File: src/rtl/sm_move_ctrl.sv
// Step/direction motor move controller.
// Accepts a move command (step count, direction, half-period), holds the
// driver enabled with a stable direction for a setup time, emits the step
// pulses, then reports completion with a one-cycle done pulse.
//
// Command handshake: a command transfers on a rising edge where cmd_valid and
// cmd_ready are both high. cmd_ready is high only while idle. The command
// fields are captured on that edge and not looked at again until idle.
//
// All driver outputs are registered so the motor driver never sees decode
// glitches. A SETUP_CYC of 0 skips the setup phase entirely.
module sm_move_ctrl #(
    parameter int SIZE      = 16,
    parameter int DIV_W     = 16,
    parameter int SETUP_CYC = 4
) (
    input  logic             clk,
    input  logic             rst,
    input  logic             cmd_valid,
    output logic             cmd_ready,
    input  logic [SIZE-1:0]  cmd_steps,
    input  logic             cmd_dir,
    input  logic [DIV_W-1:0] cmd_half_period,
    input  logic             abort,
    output logic             drv_step,
    output logic             drv_dir,
    output logic             drv_enable,
    output logic             busy,
    output logic             done,
    output logic             aborted,
    output logic [SIZE-1:0]  steps_done
);

    // The phase timer must hold both the setup length and a half-period.
    localparam int SW = (SETUP_CYC > 1) ? $clog2(SETUP_CYC) : 1;
    localparam int TW = (DIV_W > SW) ? DIV_W : SW;

    typedef enum logic [2:0] {
        IDLE    = 3'd0,
        SETUP   = 3'd1,
        STEP_HI = 3'd2,
        STEP_LO = 3'd3,
        DONE    = 3'd4
    } state_t;

    state_t            state, state_n;
    logic [TW-1:0]     tmr, tmr_n;
    logic [SIZE-1:0]   n_q, n_n;
    logic [DIV_W-1:0]  half_q, half_n;
    logic [DIV_W-1:0]  half_in;
    logic              dir_n;
    logic [SIZE-1:0]   cnt_n;
    logic              abt_n;

    // A requested half-period of zero is run as one cycle.
    assign half_in = (cmd_half_period == '0) ? DIV_W'(1) : cmd_half_period;

    // Next-state, timer, step counter and latched command fields.
    // The timer counts down from (phase length - 1); a phase ends when it is 0.
    // abort has priority over every normal phase exit, so a high phase cut
    // short on its last cycle is still not counted.
    always_comb begin
        state_n = state;
        tmr_n   = tmr;
        n_n     = n_q;
        half_n  = half_q;
        dir_n   = drv_dir;
        cnt_n   = steps_done;
        abt_n   = aborted;
        unique case (state)
            IDLE: begin
                if (cmd_valid) begin
                    n_n    = cmd_steps;
                    half_n = half_in;
                    dir_n  = cmd_dir;
                    cnt_n  = '0;
                    abt_n  = 1'b0;
                    if (cmd_steps == '0) begin
                        state_n = DONE;
                    end else if (SETUP_CYC == 0) begin
                        state_n = STEP_HI;
                        tmr_n   = TW'(half_in - 1'b1);
                    end else begin
                        state_n = SETUP;
                        tmr_n   = TW'(SETUP_CYC - 1);
                    end
                end
            end
            SETUP: begin
                if (abort) begin
                    state_n = DONE;
                    abt_n   = 1'b1;
                end else if (tmr == '0) begin
                    state_n = STEP_HI;
                    tmr_n   = TW'(half_q - 1'b1);
                end else begin
                    tmr_n = tmr - 1'b1;
                end
            end
            STEP_HI: begin
                if (abort) begin
                    state_n = DONE;
                    abt_n   = 1'b1;
                end else if (tmr == '0) begin
                    state_n = STEP_LO;
                    tmr_n   = TW'(half_q - 1'b1);
                    cnt_n   = steps_done + 1'b1;
                end else begin
                    tmr_n = tmr - 1'b1;
                end
            end
            STEP_LO: begin
                if (abort) begin
                    state_n = DONE;
                    abt_n   = 1'b1;
                end else if (tmr == '0) begin
                    if (steps_done == n_q) begin
                        state_n = DONE;
                    end else begin
                        state_n = STEP_HI;
                        tmr_n   = TW'(half_q - 1'b1);
                    end
                end else begin
                    tmr_n = tmr - 1'b1;
                end
            end
            DONE: begin
                state_n = IDLE;
            end
            default: begin
                state_n = IDLE;
            end
        endcase
    end

    // State, timer, latched command and status registers.
    always_ff @(posedge clk or negedge rst) begin
        if (!rst) begin
            state      <= IDLE;
            tmr        <= '0;
            n_q        <= '0;
            half_q     <= DIV_W'(1);
            drv_dir    <= 1'b0;
            steps_done <= '0;
            aborted    <= 1'b0;
        end else begin
            state      <= state_n;
            tmr        <= tmr_n;
            n_q        <= n_n;
            half_q     <= half_n;
            drv_dir    <= dir_n;
            steps_done <= cnt_n;
            aborted    <= abt_n;
        end
    end

    // Registered decode of the next state into the driver and status outputs.
    always_ff @(posedge clk or negedge rst) begin
        if (!rst) begin
            drv_step   <= 1'b0;
            drv_enable <= 1'b0;
            busy       <= 1'b0;
            done       <= 1'b0;
            cmd_ready  <= 1'b1;
        end else begin
            drv_step   <= (state_n == STEP_HI);
            drv_enable <= (state_n == SETUP) || (state_n == STEP_HI) || (state_n == STEP_LO);
            busy       <= (state_n != IDLE);
            done       <= (state_n == DONE);
            cmd_ready  <= (state_n == IDLE);
        end
    end

endmodule
File: config.mk
export PLATFORM = sky130hd
export DESIGN_NAME = sm_move_ctrl
export DESIGN_NICKNAME = d
export VERILOG_FILES = /design/src/rtl/sm_move_ctrl.sv
export SDC_FILE = /design/constraint.sdc
export NUM_CORES = 1
export LEC_CHECK = 0
export CORE_MARGIN = 2
export CORE_UTILIZATION = 45
export CTS_CLUSTER_DIAMETER = 150
export CTS_CLUSTER_SIZE = 40
export DETAILED_ROUTE_END_ITERATION = 10
export GPL_TIMING_DRIVEN = 0
export PLACE_DENSITY = 0.78
export SLEW_MARGIN = 15
export SYNTH_ARGS = -nofsm -noshare
export SYNTH_HDL_FRONTEND = slang
export SYNTH_SLANG_ARGS = --single-unit
File: constraint.sdc
create_clock -name clk -period 5.5 [get_ports clk]
set_input_delay 1.1 -clock clk [delete_from_list [all_inputs] [get_ports clk]]
set_output_delay 1.1 -clock clk [all_outputs]
set_load 0.05 [all_outputs]
# After elaboration in Yosys (flattened, before gate mapping)
# Index checks and enable logic that the tools add are counted.
[totals]
ff_bits = 74
latch_bits = 0
ram_bits = 0
romBits = 0
output_inout_bits = 23
elab_cells = 74
n_memories = 0
[classes]
addsub = 3
multipliers = 0
n_div = 0
n_lt_le_gt_ge = 0
n_eq_ne = 16
shift = 0
n_mux = 26
n_bitwise = 0
n_reduce_logical = 17
[op_table]
columns = ["op", "n"]
rows = [
  ["2-to-1 mux 16 bit", 11],
  ["zero test 16 bit", 3],
  ["case mux 16 bit (3 select lines)", 1],
  ["case mux 16 bit (2 select lines)", 1],
  ["subtractor 16 x 1 -> 16 bit, second input constant", 2],
  ["2-to-1 mux 3 bit", 9],
  ["adder 16 x 1 -> 16 bit, second input constant", 1],
  ["equality test 16 bit", 1],
  ["equality test 3 x 2 -> 1 bit, second input constant", 4],
  ["!= test 2 bit, second input constant", 6],
  ["case mux 3 bit (4 select lines)", 1],
  ["equality test 3 x 1 -> 1 bit, second input constant", 2],
  ["zero test 3 bit", 2],
  ["AND reduction 6 bit", 1],
  ["nonzero test 3 bit", 2],
  ["AND reduction 4 bit", 1],
  ["nonzero test 2 bit", 2],
  ["equality test 3 bit, second input constant", 1],
  ["!= test 3 bit, second input constant", 1],
  ["AND reduction 3 bit", 1],
  ["OR reduction 3 bit", 1],
  ["logical OR 1 bit", 2],
  ["2-to-1 mux 1 bit", 2],
  ["!= test 2 x 1 -> 1 bit, second input constant", 1],
  ["3 further kinds", 3],
]

# Longest topological paths before layout
[logic_depth]
ltp_word = 8
depth_mapped = 13
ltp_nobuf = 11

# Worst setup path after synthesis
# OpenSTA, ideal clock, no wires.
[synth_timing]
path_kind = "flip-flop to flip-flop"
startpoint = "reg tmr[6]"
endpoint = "reg tmr[14]"
setup_time_ps = 131
t_arrival_ps = 2901
required_time_ps = 5369
slack_ps = 2468
stages_incl_launch_ff = 14
path_cell_list = "dfrtp_1 > or3_4 > nand4b_4 > nor2_1 > clkbuf_1 > clkbuf_1 > a21oi_1 > ha_1 > nand3b_1 > nor2_1 > o2111ai_1 > mux2_2 > nand3_1 > o211ai_1"
[synth_between]
elab_chain_cells = 4
[synth_rtl]
columns = ["item", "line", "source"]
rows = [
  ["start, declared", "47", "logic [TW-1:0] tmr, tmr_n;"],
  ["start signal, assigned", "148", "tmr <= tmr_n;"],
  ["subtractor 16 x 1 -> 16 bit / zero test 16 bit (equally long branches)", "--", ""],
  ["2-to-1 mux 16 bit, on equally long branches", "116, 93, 104", ""],
  ["2-to-1 mux 16 bit, on equally long branches", "113, 101", ""],
  ["case mux 16 bit (3 select lines)", "70", "unique case (state)"],
]
# Parallel ways exist; a longest one is shown, timed or not. The select of a mux whose other input is x is not followed.
# A chain may end at the register's enable or synchronous reset.

# Worst setup path in the final report
# Same ends and word-level chain as after synthesis.

==> impl_metrics.env <==
export IMPL_status="completed"
export IMPL_coreArea_sq_um=8763
export IMPL_cp_required_ns=5.73
export IMPL_detail_route_antenna_nets=0
export IMPL_root_buffer="clkbuf_8"
export IMPL_grt_setup_unrepaired="no"
export IMPL_dp_hpwl_um=8084
export IMPL_reg2reg_setup_slack_ns=1.75
export IMPL_synth_yosys_seq_area_share_pct=45.53
export IMPL_grt_ovfl_total=0
export IMPL_yosys_warnings=0
export IMPL_post_cts_buffers=0
export IMPL_synth_edf_count=0
export IMPL_holdPathEnd="drv_dir"
export IMPL_remaining_drc_errors=0
export IMPL_ys_flop_type="dfrtp_1"
export IMPL_synth_async_reset_ratio_pct=100.0
export IMPL_power_density_nw_per_um2=428.1
export IMPL_worst_r2r_path_depth=13
export IMPL_hp_class="register to register"
export IMPL_placed_cells=646
export IMPL_ys_ff_latch=74
export IMPL_setup_viol=0
export IMPL_rows=34
export IMPL_clock_latency_ns=0.35
export IMPL_grt_first_pass_wirelength_um=18370
export IMPL_max_freq_mhz=266.5
export IMPL_vias=3914
export IMPL_synth_area_leaders="dfrtp_1, nand2_1, nor2_1, o21ai_0, xnor2_1"
export IMPL_fin_crit_sh_pct=68.22
export IMPL_path_class="register to register"
export IMPL_syn_instance_count=478
export IMPL_rr_endpoint="tmr[14]"
export IMPL_synth_cell_types=56
export IMPL_track_usage_pct=23.32
export IMPL_dr_pass1_iters=6
export IMPL_hp_start="drv_dir"
export IMPL_synth_area_leader_cell="dfrtp_1"
export IMPL_drive_gt1_share_pct=6.859
export IMPL_ctsHoldBuffers=0
export IMPL_final_cells=662
export IMPL_netlist_area_sq_um=4073
export IMPL_final_nets=588
export IMPL_worst_pin_slew_ns=0.8482
export IMPL_io_pins=60
export IMPL_yosysMostFrequentCell="nand2_1"
export IMPL_grt_max_degree=42
export IMPL_ir_drop_mv=0.3582
export IMPL_die_y_um=99.14
export IMPL_clock_sinks=74
export IMPL_start_kind="register"
export IMPL_antenna_found_initial=0
export IMPL_viasPerCell=5.912
export IMPL_crit_path_max_fanout=10
export IMPL_cts_made_buffers=9
export IMPL_crit_start="tmr[6]"
export IMPL_cp_arrival_ns=3.98
export IMPL_max_slew_margin_pct=42.65
export IMPL_fin_crit_ns=3.752
export IMPL_cp_end_kind="register"
export IMPL_yosysTopAreaCellShare_pct=44.24
export IMPL_slew_viol_final=0
export IMPL_gp_congestion=0.9406
export IMPL_drt_wl_total_um=11030
export IMPL_tns_ns=0
export IMPL_hold_viol_final=0
export IMPL_drt_wirelength_per_cell_um=16.66
export IMPL_fin_skew_ns=0.01422
export IMPL_cts_tree="yes"
export IMPL_die_x_um=99.14
export IMPL_h_tree_depth=3
export IMPL_cts_path_max_buffers=2
export IMPL_avgSynthCellArea_sq_um=8.520
export IMPL_holdPathStages=2
export IMPL_synth_fp_nets=517
export IMPL_path_clk_slew_ns=0.08
export IMPL_cts_resized=0
export IMPL_maxCapViolCount=0
export IMPL_drt_iter0_drc=348
export IMPL_grt_pass1_vias=3725
export IMPL_initial_core_util_pct=46.47
export IMPL_leakage_uw=0.002126
export IMPL_r2r_start="tmr[6]"
export IMPL_io_buffer_count=59
export IMPL_syn2layout_area_growth_pct=22.67
export IMPL_synthTopCellsByCount="nand2_1, dfrtp_1, nor2_1"
export IMPL_antennaDiodeCount=0
export IMPL_die_area_sq_um=9828
export IMPL_n_fill_cell=787
## critical path, cell delays in order, from the launching register on
cell and delay (ns):
dfrtp_1 0.45, or3_4 0.40, nand4b_4 0.26, nor2_1 0.20, clkbuf_1 0.40, clkbuf_1 0.48, a21oi_1 0.17, ha_1 0.25
nand3b_1 0.19, nor2_1 0.09, o2111ai_1 0.18, mux2_2 0.37, nand3_1 0.08, o211ai_1 0.08
## cell type report
type                    count  area [sq um]  area share, %
clock inverters             5         38.79         0.7764
clock buffers              11         141.4          2.830
well taps                 108         135.1          2.705
repair buffers             60         608.1          12.17
inverters                   8         30.03         0.6011
plain buffers              21         108.9          2.179
multi-input cells         375          2079          41.62
flip-flops and latches     74          1854          37.11
## metal layers
metal / GRT usage (%) / share of wire [%]
met1: 34.34 / 45
met2: 35.65 / 46
met3: 3.865 / 7.5
met4: 6.955 / 1.7
met5: 0 / 0
## metrics by stage
| stage | worst slack [ns] | total power, uW | hold slack, ns | util (%) | area [sq um] |
|---|---|---|---|---|---|
| after global placement | 0.7774 | 1711 | 0.4602 | 54.75 | 4798 |
| after detailed placement | 1.589 | 1741 | 0.4646 | 54.95 | 4816 |
| after CTS | 1.820 | 2131 | 0.4846 | 57.01 | 4996 |
| final | 1.748 | 2139 | 0.4816 | 57.01 | 4996 |
| after floorplan | 2.468 | 1456 | 0.4374 | - | 4073 |
| after global routing | 1.531 | 2291 | 0.5285 | 57.01 | 4996 |
## kinds of logic (layout without fill, tap and decap cells)
group / after synthesis / after routing / synth area share [%]
AND/OR/NAND/NOR: 251 / 251 / 30.11
AO/OA/AOI/OAI: 97 / 97 / 14.65
multiplexers: 7 / 7 / 1.813
adder cells (fa/ha/maj): 2 / 2 / 0.6143
XOR/XNOR: 18 / 18 / 3.871
flip-flops: 74 / 74 / 45.53
buffers and inverters: 29 / 105 / 3.410
## power breakdown
part	internal, uW	switching, uW
Sequential	712	180
Clock	179	209
Combinational	326	533
## worst max-delay path by stage
stage                          to  slack, ns  cells past startpoint
after floorplan           tmr[14]       2.47                     13
after global routing      tmr[14]       1.53                     13
after detailed placement   tmr[6]       1.59                     10
final                     tmr[14]       1.75                     13
after CTS                 tmr[14]       1.82                     13
after global placement    tmr[13]       0.78                      1
## registers in the layout, indices dropped and copies added, names as in the netlist
signal / count
aborted: 1
busy: 1
cmd_ready: 1
done: 1
drv_dir: 1
drv_enable: 1
drv_step: 1
half_q: 16
n_q: 16
state: 3
steps_done: 16
tmr: 16
## layout by cell type, fill, tap and decap left out, types with 4 or more instances in the layout
cell type,synthesis,final
and3_1,11,11
a211oi_1,4,4
clkbuf_1,15,16
nand4_1,12,12
nand2_1,116,116
a31oi_1,8,8
clkdlybuf4s50_1,0,58
a21oi_1,18,18
nor2_1,44,44
o21ai_1,5,5
o31ai_1,6,6
nor3_1,10,10
nor4_1,7,7
inv_1,6,6
o21ai_0,33,33
dfrtp_1,72,72
clkbuf_8,0,10
mux2i_1,4,4
o211ai_1,4,4
or3_1,9,9
nand3_1,10,10
xnor2_1,18,18
or4_1,7,7
Power figures use the tool's default switching activity.
